===== src/rtl/vga_pkg.sv =====
// Shared VGA constants and types: visible raster size, coordinate and
// framebuffer address widths, 12-bit colour and 4-bit palette index types.
package vga_pkg;

  localparam int unsigned H_VISIBLE   = 640;
  localparam int unsigned V_VISIBLE   = 480;
  localparam int unsigned COORD_W     = 10;
  localparam int unsigned FB_ADDR_W   = 15;
  localparam int unsigned RGB_W       = 12;
  localparam int unsigned PAL_IDX_W   = 4;
  localparam int unsigned PAL_DEPTH   = 16;
  localparam int unsigned FRAME_CNT_W = 8;

  typedef logic [RGB_W-1:0]     rgb_t;
  typedef logic [PAL_IDX_W-1:0] pal_idx_t;

  // Power-on palette entry: grayscale ramp {i,i,i}
  function automatic rgb_t gray_entry(input pal_idx_t idx);
    return {idx, idx, idx};
  endfunction

endpackage


===== src/rtl/vga_palette.sv =====
// Double-buffered 16-entry palette.
//   we/waddr/wdata : write into the shadow bank on the clock edge
//   commit         : copy the whole shadow bank into the active bank
//   raddr/rdata_c  : combinational read of the active bank
// A write coinciding with commit lands in the shadow only; the active bank
// takes the pre-write shadow contents.
module vga_palette
  import vga_pkg::*;
(
  input  logic     clk,
  input  logic     reset_n,
  input  logic     we,
  input  pal_idx_t waddr,
  input  rgb_t     wdata,
  input  logic     commit,
  input  pal_idx_t raddr,
  output rgb_t     rdata_c
);

  rgb_t shadow [PAL_DEPTH];
  rgb_t active [PAL_DEPTH];

  // Shadow bank: CPU-side writes, last write wins
  always_ff @(posedge clk or negedge reset_n) begin
    if (!reset_n) begin
      for (int i = 0; i < int'(PAL_DEPTH); i++) begin
        shadow[i] <= gray_entry(PAL_IDX_W'(i));
      end
    end else if (we) begin
      shadow[waddr] <= wdata;
    end
  end

  // Active bank: whole-bank copy at frame boundary only
  always_ff @(posedge clk or negedge reset_n) begin
    if (!reset_n) begin
      for (int i = 0; i < int'(PAL_DEPTH); i++) begin
        active[i] <= gray_entry(PAL_IDX_W'(i));
      end
    end else if (commit) begin
      for (int i = 0; i < int'(PAL_DEPTH); i++) begin
        active[i] <= shadow[i];
      end
    end
  end

  assign rdata_c = active[raddr];

endmodule


===== src/rtl/vga_pixel_fetch.sv =====
// Framebuffer pixel fetch for a VGA pipeline.
//   x, y, hsync, vsync, blank_b : raster position and timing from the controller
//   fb_addr / fb_data           : external synchronous RAM, 1-cycle read latency
//   pal_we/pal_addr/pal_data    : palette write port (double-buffered)
//   rgb, hsync_o, vsync_o, blank_b_o : colour and timing, 3 cycles after x/y
//   frame_start, frame_count    : per-frame pulse and 8-bit frame counter
module vga_pixel_fetch
  import vga_pkg::*;
#(
  parameter int unsigned FB_W       = 160,
  parameter int unsigned FB_H       = 120,
  parameter int unsigned SCALE_LOG2 = 2
) (
  input  logic                   clk,
  input  logic                   reset_n,
  input  logic [COORD_W-1:0]     x,
  input  logic [COORD_W-1:0]     y,
  input  logic                   hsync,
  input  logic                   vsync,
  input  logic                   blank_b,
  output logic [FB_ADDR_W-1:0]   fb_addr,
  input  pal_idx_t               fb_data,
  input  logic                   pal_we,
  input  pal_idx_t               pal_addr,
  input  rgb_t                   pal_data,
  output logic                   hsync_o,
  output logic                   vsync_o,
  output logic                   blank_b_o,
  output rgb_t                   rgb,
  output logic                   frame_start,
  output logic [FRAME_CNT_W-1:0] frame_count
);

  localparam int unsigned X_SPAN   = FB_W << SCALE_LOG2;
  localparam int unsigned Y_SPAN   = FB_H << SCALE_LOG2;
  // The framebuffer never extends past the visible raster
  localparam int unsigned X_LIM_I  = (X_SPAN < H_VISIBLE) ? X_SPAN : H_VISIBLE;
  localparam int unsigned Y_LIM_I  = (Y_SPAN < V_VISIBLE) ? Y_SPAN : V_VISIBLE;
  localparam int unsigned LIM_W    = COORD_W + 1;
  localparam logic [LIM_W-1:0] X_LIM = LIM_W'(X_LIM_I);
  localparam logic [LIM_W-1:0] Y_LIM = LIM_W'(Y_LIM_I);
  localparam int unsigned MUL_BITS = 16;
  localparam logic [MUL_BITS-1:0] FB_W_BITS = MUL_BITS'(FB_W);
  localparam int unsigned DLY      = 3;

  logic [COORD_W-1:0]   row;
  logic [COORD_W-1:0]   col;
  logic [FB_ADDR_W-1:0] addr_acc;
  logic                 in_range;
  logic [FB_ADDR_W-1:0] fb_addr_next;

  logic [DLY-1:0]       hsync_d;
  logic [DLY-1:0]       vsync_d;
  logic [DLY-1:0]       blank_d;

  logic                 vs_prev;
  logic                 vs_armed;
  rgb_t                 pal_rdata_c;

  // row*FB_W + col as a sum of shifted rows, one term per set bit of FB_W
  always_comb begin
    row      = y >> SCALE_LOG2;
    col      = x >> SCALE_LOG2;
    addr_acc = FB_ADDR_W'(col);
    for (int b = 0; b < int'(MUL_BITS); b++) begin
      if (FB_W_BITS[b]) begin
        addr_acc = addr_acc + (FB_ADDR_W'(row) << b);
      end
    end
    in_range     = ({1'b0, x} < X_LIM) && ({1'b0, y} < Y_LIM);
    fb_addr_next = in_range ? addr_acc : '0;
  end

  // Stage 1: registered framebuffer address
  always_ff @(posedge clk or negedge reset_n) begin
    if (!reset_n) begin
      fb_addr <= '0;
    end else begin
      fb_addr <= fb_addr_next;
    end
  end

  // Timing delay lines, matched to address + RAM + colour register
  always_ff @(posedge clk or negedge reset_n) begin
    if (!reset_n) begin
      hsync_d <= '1;
      vsync_d <= '1;
      blank_d <= '0;
    end else begin
      hsync_d <= {hsync_d[DLY-2:0], hsync};
      vsync_d <= {vsync_d[DLY-2:0], vsync};
      blank_d <= {blank_d[DLY-2:0], blank_b};
    end
  end

  assign hsync_o   = hsync_d[DLY-1];
  assign vsync_o   = vsync_d[DLY-1];
  assign blank_b_o = blank_d[DLY-1];

  // Stage 3: colour lookup; blank_d[DLY-2] is the blank that lands with this rgb
  always_ff @(posedge clk or negedge reset_n) begin
    if (!reset_n) begin
      rgb <= '0;
    end else begin
      rgb <= blank_d[DLY-2] ? pal_rdata_c : '0;
    end
  end

  // Falling-vsync detector. vs_armed only sets once vsync has been seen
  // high, so a vsync held low across reset release is not a frame start.
  always_ff @(posedge clk or negedge reset_n) begin
    if (!reset_n) begin
      vs_prev     <= 1'b1;
      vs_armed    <= 1'b0;
      frame_start <= 1'b0;
      frame_count <= '0;
    end else begin
      vs_prev     <= vsync;
      vs_armed    <= vs_armed | vsync;
      frame_start <= vs_armed & vs_prev & ~vsync;
      if (frame_start) begin
        frame_count <= frame_count + FRAME_CNT_W'(1);
      end
    end
  end

  vga_palette u_palette (
    .clk     (clk),
    .reset_n (reset_n),
    .we      (pal_we),
    .waddr   (pal_addr),
    .wdata   (pal_data),
    .commit  (frame_start),
    .raddr   (fb_data),
    .rdata_c (pal_rdata_c)
  );

endmodule


===== config.mk =====
export PLATFORM = sky130hd
export DESIGN_NAME = vga_pixel_fetch
export DESIGN_NICKNAME = d
export VERILOG_FILES = /design/src/rtl/vga_pkg.sv /design/src/rtl/vga_palette.sv /design/src/rtl/vga_pixel_fetch.sv
export SDC_FILE = /design/constraint.sdc
export NUM_CORES = 1
export LEC_CHECK = 0
export ABC_AREA = 1
export ABC_CLOCK_PERIOD_IN_PS = 3400
export CELL_PAD_IN_SITES_DETAIL_PLACEMENT = 1
export CELL_PAD_IN_SITES_GLOBAL_PLACEMENT = 1
export CORE_UTILIZATION = 40
export DETAILED_ROUTE_END_ITERATION = 8
export PLACE_DENSITY_LB_ADDON = 0.1
export SETUP_SLACK_MARGIN = 0.1
export SKIP_LAST_GASP = 1
export SLEW_MARGIN = 20
export SYNTH_ARGS = -nofsm -noshare
export SYNTH_HDL_FRONTEND = slang
export SYNTH_SLANG_ARGS = --single-unit

===== constraint.sdc =====
create_clock -name clk -period 3.4 [get_ports clk]
set_input_delay 0.68 -clock clk [delete_from_list [all_inputs] [get_ports clk]]
set_output_delay 0.68 -clock clk [all_outputs]
set_load 0.03 [all_outputs]

Yosys cells after proc, flatten, opt, wreduce, memory -nomap -nowiden
Index checks and enable logic that the tools add are counted.
{"block": "totals", "input_bits": 46, "out_inout_bits": 39, "ff_bits": 431}
{"block": "classes", "muxes": 8, "n_bitwise": 6, "magnitude_cmp": 5, "n_reduce_logical": 2, "n_addsub": 3}
{"cell": "192-bit bitwise mux", "n": 1}
{"cell": "12-bit binary-select mux with 4-bit select", "n": 1}
{"cell": "12-bit demux with 4-bit select", "n": 1}
{"cell": "12-bit 2-to-1 mux", "n": 4}
{"cell": "14-bit by 15-bit adder with 15-bit output", "n": 1}
{"cell": "15-bit 2-to-1 mux", "n": 1}
{"cell": "8-bit by 13-bit adder with 14-bit output", "n": 1}
{"cell": "5-bit greater-or-equal comparator, second input constant", "n": 2}
{"cell": "10-bit less-than comparator, second input constant", "n": 1}
{"cell": "10-bit by 9-bit less-than comparator with 1-bit output, second input constant", "n": 1}
{"cell": "4-bit inverter with 5-bit output", "n": 2}
{"cell": "8-bit by 1-bit adder with 8-bit output, second input constant", "n": 1}
{"cell": "5-bit by 1-bit less-than comparator with 1-bit output, second input constant", "n": 1}
{"cell": "1-bit AND", "n": 2}
{"cell": "1-bit logical AND", "n": 2}
{"cell": "1-bit inverter", "n": 1}
{"cell": "1-bit OR", "n": 1}

Logic depth before layout (Yosys ltp)
Gate-level depths: netlist of the first run.
{"block": "logic_depth", "ltp_word": 6, "ltp_mapped": 11, "ltp_nobuf": 11}

By module
Synthesis of the first run repeated with hierarchy kept, for this count alone.
{"block": "unflattened", "hier_cells": 2100, "area_unflattened_um2": 18393.9}
{"mod": "vga_palette", "area_per_inst_um2": 16263.1, "instances": 1, "cells_per_inst": 1886}
{"mod": "vga_pixel_fetch", "area_per_inst_um2": 2130.8, "instances": 1, "cells_per_inst": 214}

Worst setup path before layout of the first run
OpenSTA, ideal clock, no wires.
{"block": "synth_path", "path_kind": "input -> register", "startpoint": "input y[2]", "endpoint": "register fb_addr[12]", "stages": 10, "path_slack_ns": 1.124, "arrival_time_ns": 2.153, "required_ns": 3.278, "path_cell_list": "inv_1 -> fa_1 -> fa_1 -> inv_1 -> nand3_1 -> nand2_1 -> nand2_1 -> nand2_1 -> xnor2_1 -> nor2_1"}
{"block": "synth_between", "elab_chain_cells": 3}
{"item": "start: declaration", "line_no": "vga_pixel_fetch.sv:17", "text": "input logic [COORD_W-1:0] y,"}
{"item": "8-bit by 13-bit adder with 14-bit output / 10-bit by 9-bit less-than comparator with 1-bit output (equally long branches)", "line_no": "vga_pixel_fetch.sv:67, vga_pixel_fetch.sv:70"}
{"item": "14-bit by 15-bit adder with 15-bit output / 1-bit logical AND (equally long branches)", "line_no": "vga_pixel_fetch.sv:67, vga_pixel_fetch.sv:70"}
{"item": "15-bit 2-to-1 mux *", "line_no": "vga_pixel_fetch.sv:71", "text": "fb_addr_next = in_range ? addr_acc : '0;"}
{"item": "named net fb_addr_next[12]", "line_no": "vga_pixel_fetch.sv:50", "text": "logic [FB_ADDR_W-1:0] fb_addr_next;"}
{"item": "end signal: assignment", "line_no": "vga_pixel_fetch.sv:79", "text": "fb_addr <= fb_addr_next;"}
{"item": "end: declaration", "line_no": "vga_pixel_fetch.sv:21", "text": "output logic [FB_ADDR_W-1:0] fb_addr,"}
The timed path passes the listed nets; every way through them passes the cells marked *.
A chain may end at the register's enable or synchronous reset.

Final worst setup path of the first run
{"block": "layout_path", "startpoint": "register frame_start", "endpoint": "output frame_start"}
{"item": "start: declaration", "line_no": "vga_pixel_fetch.sv:30", "text": "output logic frame_start,"}
{"item": "start signal: assignment", "line_no": "vga_pixel_fetch.sv:120", "text": "frame_start <= vs_armed & vs_prev & ~vsync;"}
No word-level cell between the ends.

==> results of run 1 <==
-- final cells by class --
cell class / count / area (um2)
clock buffers: 84 / 1600
clock inverters: 8 / 75.1
fillers: 5191 / 23200
inverters: 239 / 898
multi-input cells: 1253 / 5710
flip-flops and latches: 430 / 11000
well taps: 592 / 741
repair buffers: 121 / 1230
-- layer usage --
metal | GRT usage, % | up-vias
li1 | - | 6564
met1 | 29.9 | 6841
met2 | 37.1 | 156
met3 | 3.41 | 70
met4 | 6.29 | 0
met5 | 0 | -
-- cells in the mapped netlist (all sizes together) --
| library cell | number |
|---|---|
| nand2 | 551 |
| o21ai | 339 |
| inv | 238 |
| dfrtp | 232 |
| dfstp | 198 |
| nand3 | 181 |
| nor2 | 75 |
| clkbuf | 73 |
| a21oi | 72 |
| buf | 54 |
| ha | 16 |
| xnor2 | 5 |
| nor3 | 3 |
| fa | 2 |
| nand4 | 2 |
| or2 | 2 |
| xor2 | 2 |
| a21boi | 1 |
| a21o | 1 |
| clkinv | 1 |
| mux2 | 1 |
-- how the worst max path moves through the flow --
stage,endpoint,slack [ns],depth (start not counted)
floorplan,fb_addr[12],1.12,10
global placement,fb_addr[12],0.49,11
detailed placement,fb_addr[12],0.41,11
CTS,frame_start,0.62,1
global route,frame_start,0.59,1
finish,frame_start,0.66,1
-- cells by family after synthesis --
group / count (synthesis) / share of synthesized area, %
simple gates: 814 / 18.3
flops: 430 / 60.6
compound gates: 413 / 11.4
buf+inv: 366 / 7.97
fa+ha+maj: 18 / 1.32
xor+xnor: 7 / 0.338
mux: 1 / 0.0620
-- power by group through the flow --
| stage | Clock (W) | Combinational [W] | Sequential, W |
|---|---|---|---|
| floorplan | 0 | 0.00134 | 0.00701 |
| global placement | 0 | 0.00209 | 0.00695 |
| detailed placement | 0 | 0.00219 | 0.00700 |
| CTS | 0.00553 | 0.00221 | 0.00693 |
| global route | 0.00571 | 0.00253 | 0.00706 |
| finish | 0.00537 | 0.00216 | 0.00693 |
-- metrics by stage --
step | power (W) | cells
finish | 0.0145 | 2727
floorplan | 0.00835 | 2049
global route | 0.0153 | 2727
CTS | 0.0147 | 2727
global placement | 0.00904 | 2635
detailed placement | 0.00919 | 2635
-- state kept, by name, indices dropped and copies added (netlist names) --
register / flops
u_palette.shadow: 192
vsync_d: 3
fb_addr: 15
rgb: 12
hsync_d: 3
frame_count: 8
blank_d: 3
vs_armed: 1
frame_start: 1
u_palette.active: 192
==> out/results.tsv, run 1 <==
metric	value	unit
netlist_area	18200	um2
finalMaxSlewViolations	0	
place_area	19600	um2
peakVddDrop	0.356	mV
gp_congestion	0.775	
maxCapViolCount	0	
pre_cts_ws	0.407	ns
worstReg2RegStart	frame_start	
crit_chain	clkdlybuf4s50_1	
cp_slowest_stage_delay	0.77	ns
numPortBuffers	80	
crit_family	buffers and inverters	
finalCritPeriodShare	80.5	%
critPathLaunchType	flop	
final_common_cell	nand2_1	
ctsHtreeMaxLevel	2	
clkPwrFrac	37.2	%
yosysTopAreaCell	dfrtp_1	
worst_slack	0.663	ns
m1WireLength	22700	um
min_path_type	input port to asynchronous set/reset pin	
syn_area_per_cell	8.86	um2
design_area	21300	um2
p_leak	9.62	nW
cts_setup_buffers	0	
grt_pass1_wl	80600	um
cts_resized	0	
max-slew-margin-rel	43.9	%
grt_start_max_net_pins	175	
r2r-end	u_palette.active[36]	
antenna_cells	0	
tns	0	ns
final_cell_mix	nand2_1 (551), o21ai_0 (337), inv_1 (234)	
drtIter0Drc	725	
ys_types	28	
synth_warnings	0	
fmax	365	MHz
ios	85	
topRoutingLayerUsed	met4	
insertion_delay	0.59	ns
crit_path_end_kind	primary output	
cp_slowest_cell	clkdlybuf4s50_1	
r2r_setup_slack	1.57	ns
ctsLongestPathBuffers	3	
final_core_util	47.8	%
fin_nets	2158	
p_int	0.0105	W
clockRootBuffer	clkbuf_16	
drc	0	
dr.pass1.iters	5	
cts_sinks	430	
met3WireLength	1500	um
tightest_slew	0.842	ns
die_w	215	um
overflow	0	
die_h	215	um
routedWlPerCell	18.1	um
synth.yosys.seq_area_share	60.6	%
cts_tree	yes	
dieArea	46300	um2
fp.coreArea	44500	um2
wl_met2	23900	um
viasPerCell	5.00	
status	complete, no violations	
fin_skew	0.0204	ns
grt_setup_unrepaired	no	
p_sw	0.00393	W
whs	0.106	ns
finalSetupViolations	0	
path_clk_slew	0.06	ns
synth_seq_cells	430	
final_hold_viol_count	0	
cts_hold_buffers	0	
cp.arrival	2.06	ns
critical_path_buf_inv_count	1	
drt-total-wl	49200	um
crit_required	2.72	ns
worst-path-max-fanout	35	
reg2reg_depth	2	
grt_pass1_vias	14500	
synthToLayoutAreaGrowth	17.1	%
syn_inst	2049	
fin_crit	2.74	ns
track_usage	22.2	%
vias	13600	
critPathKind	flop to primary output	
seq_power_share	47.9	%
antenna_found_initial	0	
synth.area.top_cells	dfrtp_1 (32%), dfstp_2 (29%), nand2_1 (11%), o21ai_0 (9.3%), nand3_1 (5.0%)	
power_frac_comb	15.0	%
synth_top_area_share	32.0	%
cts_made_buffers	49	
synth_fp_nets	2113	
ant_nets	0	
dpl.hpwl	29400	um
cp-startpoint	frame_start	
switching_share	27.2	%
power_density	680	nW/um2
rows	77	
layout-drive-gt1-share	15.7	%
initial_utilization	40.8	%
Note: power is estimated with default switching activity, not from simulation.
==> inputs of run 2 (changes only) <==
Settings changed: ABC_CLOCK_PERIOD_IN_PS 3400 to 2700.
Clock period 3.4 ns to 2.7 ns, I/O delays scaled along.
==> run 2 against run 1 <==
Compared with the run above: combinational power grew 27%; critical path type unchanged; largest power group unchanged; highest routed layer unchanged; sequential share of layout area increased by 0.058 points; global-route usage grew 0.48 points; worst hold slack gained 0.25 ns; non-clock buffer count rose by 6; die area stayed put; design area is 0.11% lower; routed wire length is 1.1% higher; clock power grew 20%.
==> out/results.tsv, run 2 (synthesis gave the netlist of run 1 again) <==
metric	value	unit	change
final_core_util	47.7	%	-0.054 points
layout-drive-gt1-share	15.4	%	-0.26 points
status	complete, no violations		
power_density	843	nW/um2	+24%
dieArea	46300	um2	unchanged
viasPerCell	5.03		+0.67%
fp.coreArea	44500	um2	unchanged
critPathLaunchType	flop		
min_path_type	flop to flop		
final_common_cell	nand2_1		
final_hold_viol_count	0		unchanged
whs	0.353	ns	+0.247 ns
dpl.hpwl	29300	um	-0.40%
vias	13700		+0.81%
finalCritPeriodShare	90.4	%	
drtIter0Drc	861		+19%
fin_nets	2163		+0.23%
maxCapViolCount	0		unchanged
track_usage	22.6	%	+0.48 points
tns	0	ns	unchanged
ctsHtreeMaxLevel	2		unchanged
antenna_cells	0		unchanged
finalSetupViolations	0		unchanged
whs_path_depth	0		
cp_slowest_stage_delay	0.73	ns	-0.04 ns
synthToLayoutAreaGrowth	16.9	%	
cts_sinks	430		unchanged
grt_setup_unrepaired	no		
fin_skew	0.0123	ns	-0.00812 ns
ctsLongestPathBuffers	3		unchanged
cts_resized	0		unchanged
top_regs	u_palette.active (192), u_palette.shadow (192), fb_addr (15)		
fin_crit	2.44	ns	
cp_slowest_cell	clkdlybuf4s50_1		
rows	77		unchanged
die_w	215	um	unchanged
grt_pass1_vias	14800		+2.5%
numPortBuffers	80		unchanged
critPathKind	flop to primary output		
crit_family	buffers and inverters		
drc	0		unchanged
r2r_setup_slack	0.99	ns	-0.58 ns
crit_path_end_kind	primary output		
dr.pass1.iters	4		-1
grt_pass1_wl	82200	um	+2.1%
cp.arrival	1.90	ns	-0.16 ns
initial_utilization	40.8	%	unchanged
die_h	215	um	unchanged
overflow	0		unchanged
finalMaxSlewViolations	0		unchanged
tightest_slew	0.801	ns	-0.0408 ns
worst-path-max-fanout	14		-60%
ant_nets	0		unchanged
clockRootBuffer	clkbuf_16		
cp.depth	1		unchanged
crit_required	2.16	ns	-0.56 ns
critical_path_buf_inv_count	1		unchanged
antenna_found_initial	0		unchanged
routedWlPerCell	18.2	um	+0.93%
cts_tree	yes		
crit_chain	clkdlybuf4s50_1		
gp_congestion	0.747		-3.6%
grt_start_max_net_pins	153		-13%
reg2reg_depth	2		unchanged
peakVddDrop	0.639	mV	+80%
path_clk_slew	0.06	ns	about the same
ios	85		unchanged
p_leak	9.59	nW	-0.30%
insertion_delay	0.58	ns	about the same
fmax	410	MHz	
drt-total-wl	49800	um	+1.1%
cts_made_buffers	48		-2.0%
final_cell_mix	nand2_1 (551), o21ai_0 (337), inv_1 (234)		
max-slew-margin-rel	46.6	%	+2.7 points
==> run 2: cell count changes in the layout (fill, tap and decap cells not counted), moves of 2 or more <==
cell,previous run,this run
clkbuf_1,13,21
clkbuf_8,20,13
buf_12,10,14
clkbuf_16,51,49
==> run 2: path summary, 6_finish.rpt <==
kind,from,to
setup / recovery,frame_start,frame_start
hold / removal,hsync_d[0],hsync_d[1]
setup reg to reg,frame_start,u_palette.active[85]
hold reg to reg,hsync_d[0],hsync_d[1]
max in group asynchronous,reset_n,u_palette.active[38]
min in group asynchronous,reset_n,u_palette.shadow[132]
==> run 2: layout make-up <==
type                       count  area [um2]
fill                        5199       23300
multi-input combinational   1253        5710
sequential                   430       11000
clock inverter                 7        70.1
timing repair buffer         127        1330
tap                          592         741
inverter                     239         898
clock buffer                  83        1480
==> run 2: per-stage QoR <==
step | cell area (um2) | instances | setup WS, ns | total power [W]
after floorplan | 18200 | 2049 | 0.564 | 0.0105
after global placement | 19700 | 2640 | -0.0323 | 0.0114
after detailed placement | 19700 | 2640 | -0.0965 | 0.0116
after CTS | 21200 | 2731 | 0.229 | 0.0182
after global routing | 21200 | 2731 | 0.197 | 0.0190
final | 21200 | 2731 | 0.259 | 0.0179
==> run 2: report_power, final <==
group / switching [W] / leakage [nW] / internal, W
combinational: 0.00175 / 3.82 / 0.00101
clock: 0.00263 / 0.757 / 0.00381
sequential: 0.000550 / 5.01 / 0.00817
==> run 2: what timing repair did <==
item,in CTS,in global routing
hold buffers,1,0
endpoints found under the setup margin,0,0
hold endpoints to repair,25,0
setup buffers,0,0
==> run 2: worst register-to-register path, cell delays in order, from the launching register on <==
cell	delay (ns)
dfrtp_4	0.59
buf_4	0.69
o21ai_0	0.26
==> run 2: layer usage <==
layer	track usage (%)	routed length [um]	vias up
met5	0	0	-
met4	7.00	1260	0
met3	3.55	1580	73
met2	38.2	24300	167
met1	30.0	22600	6933
li1	-	-	6569
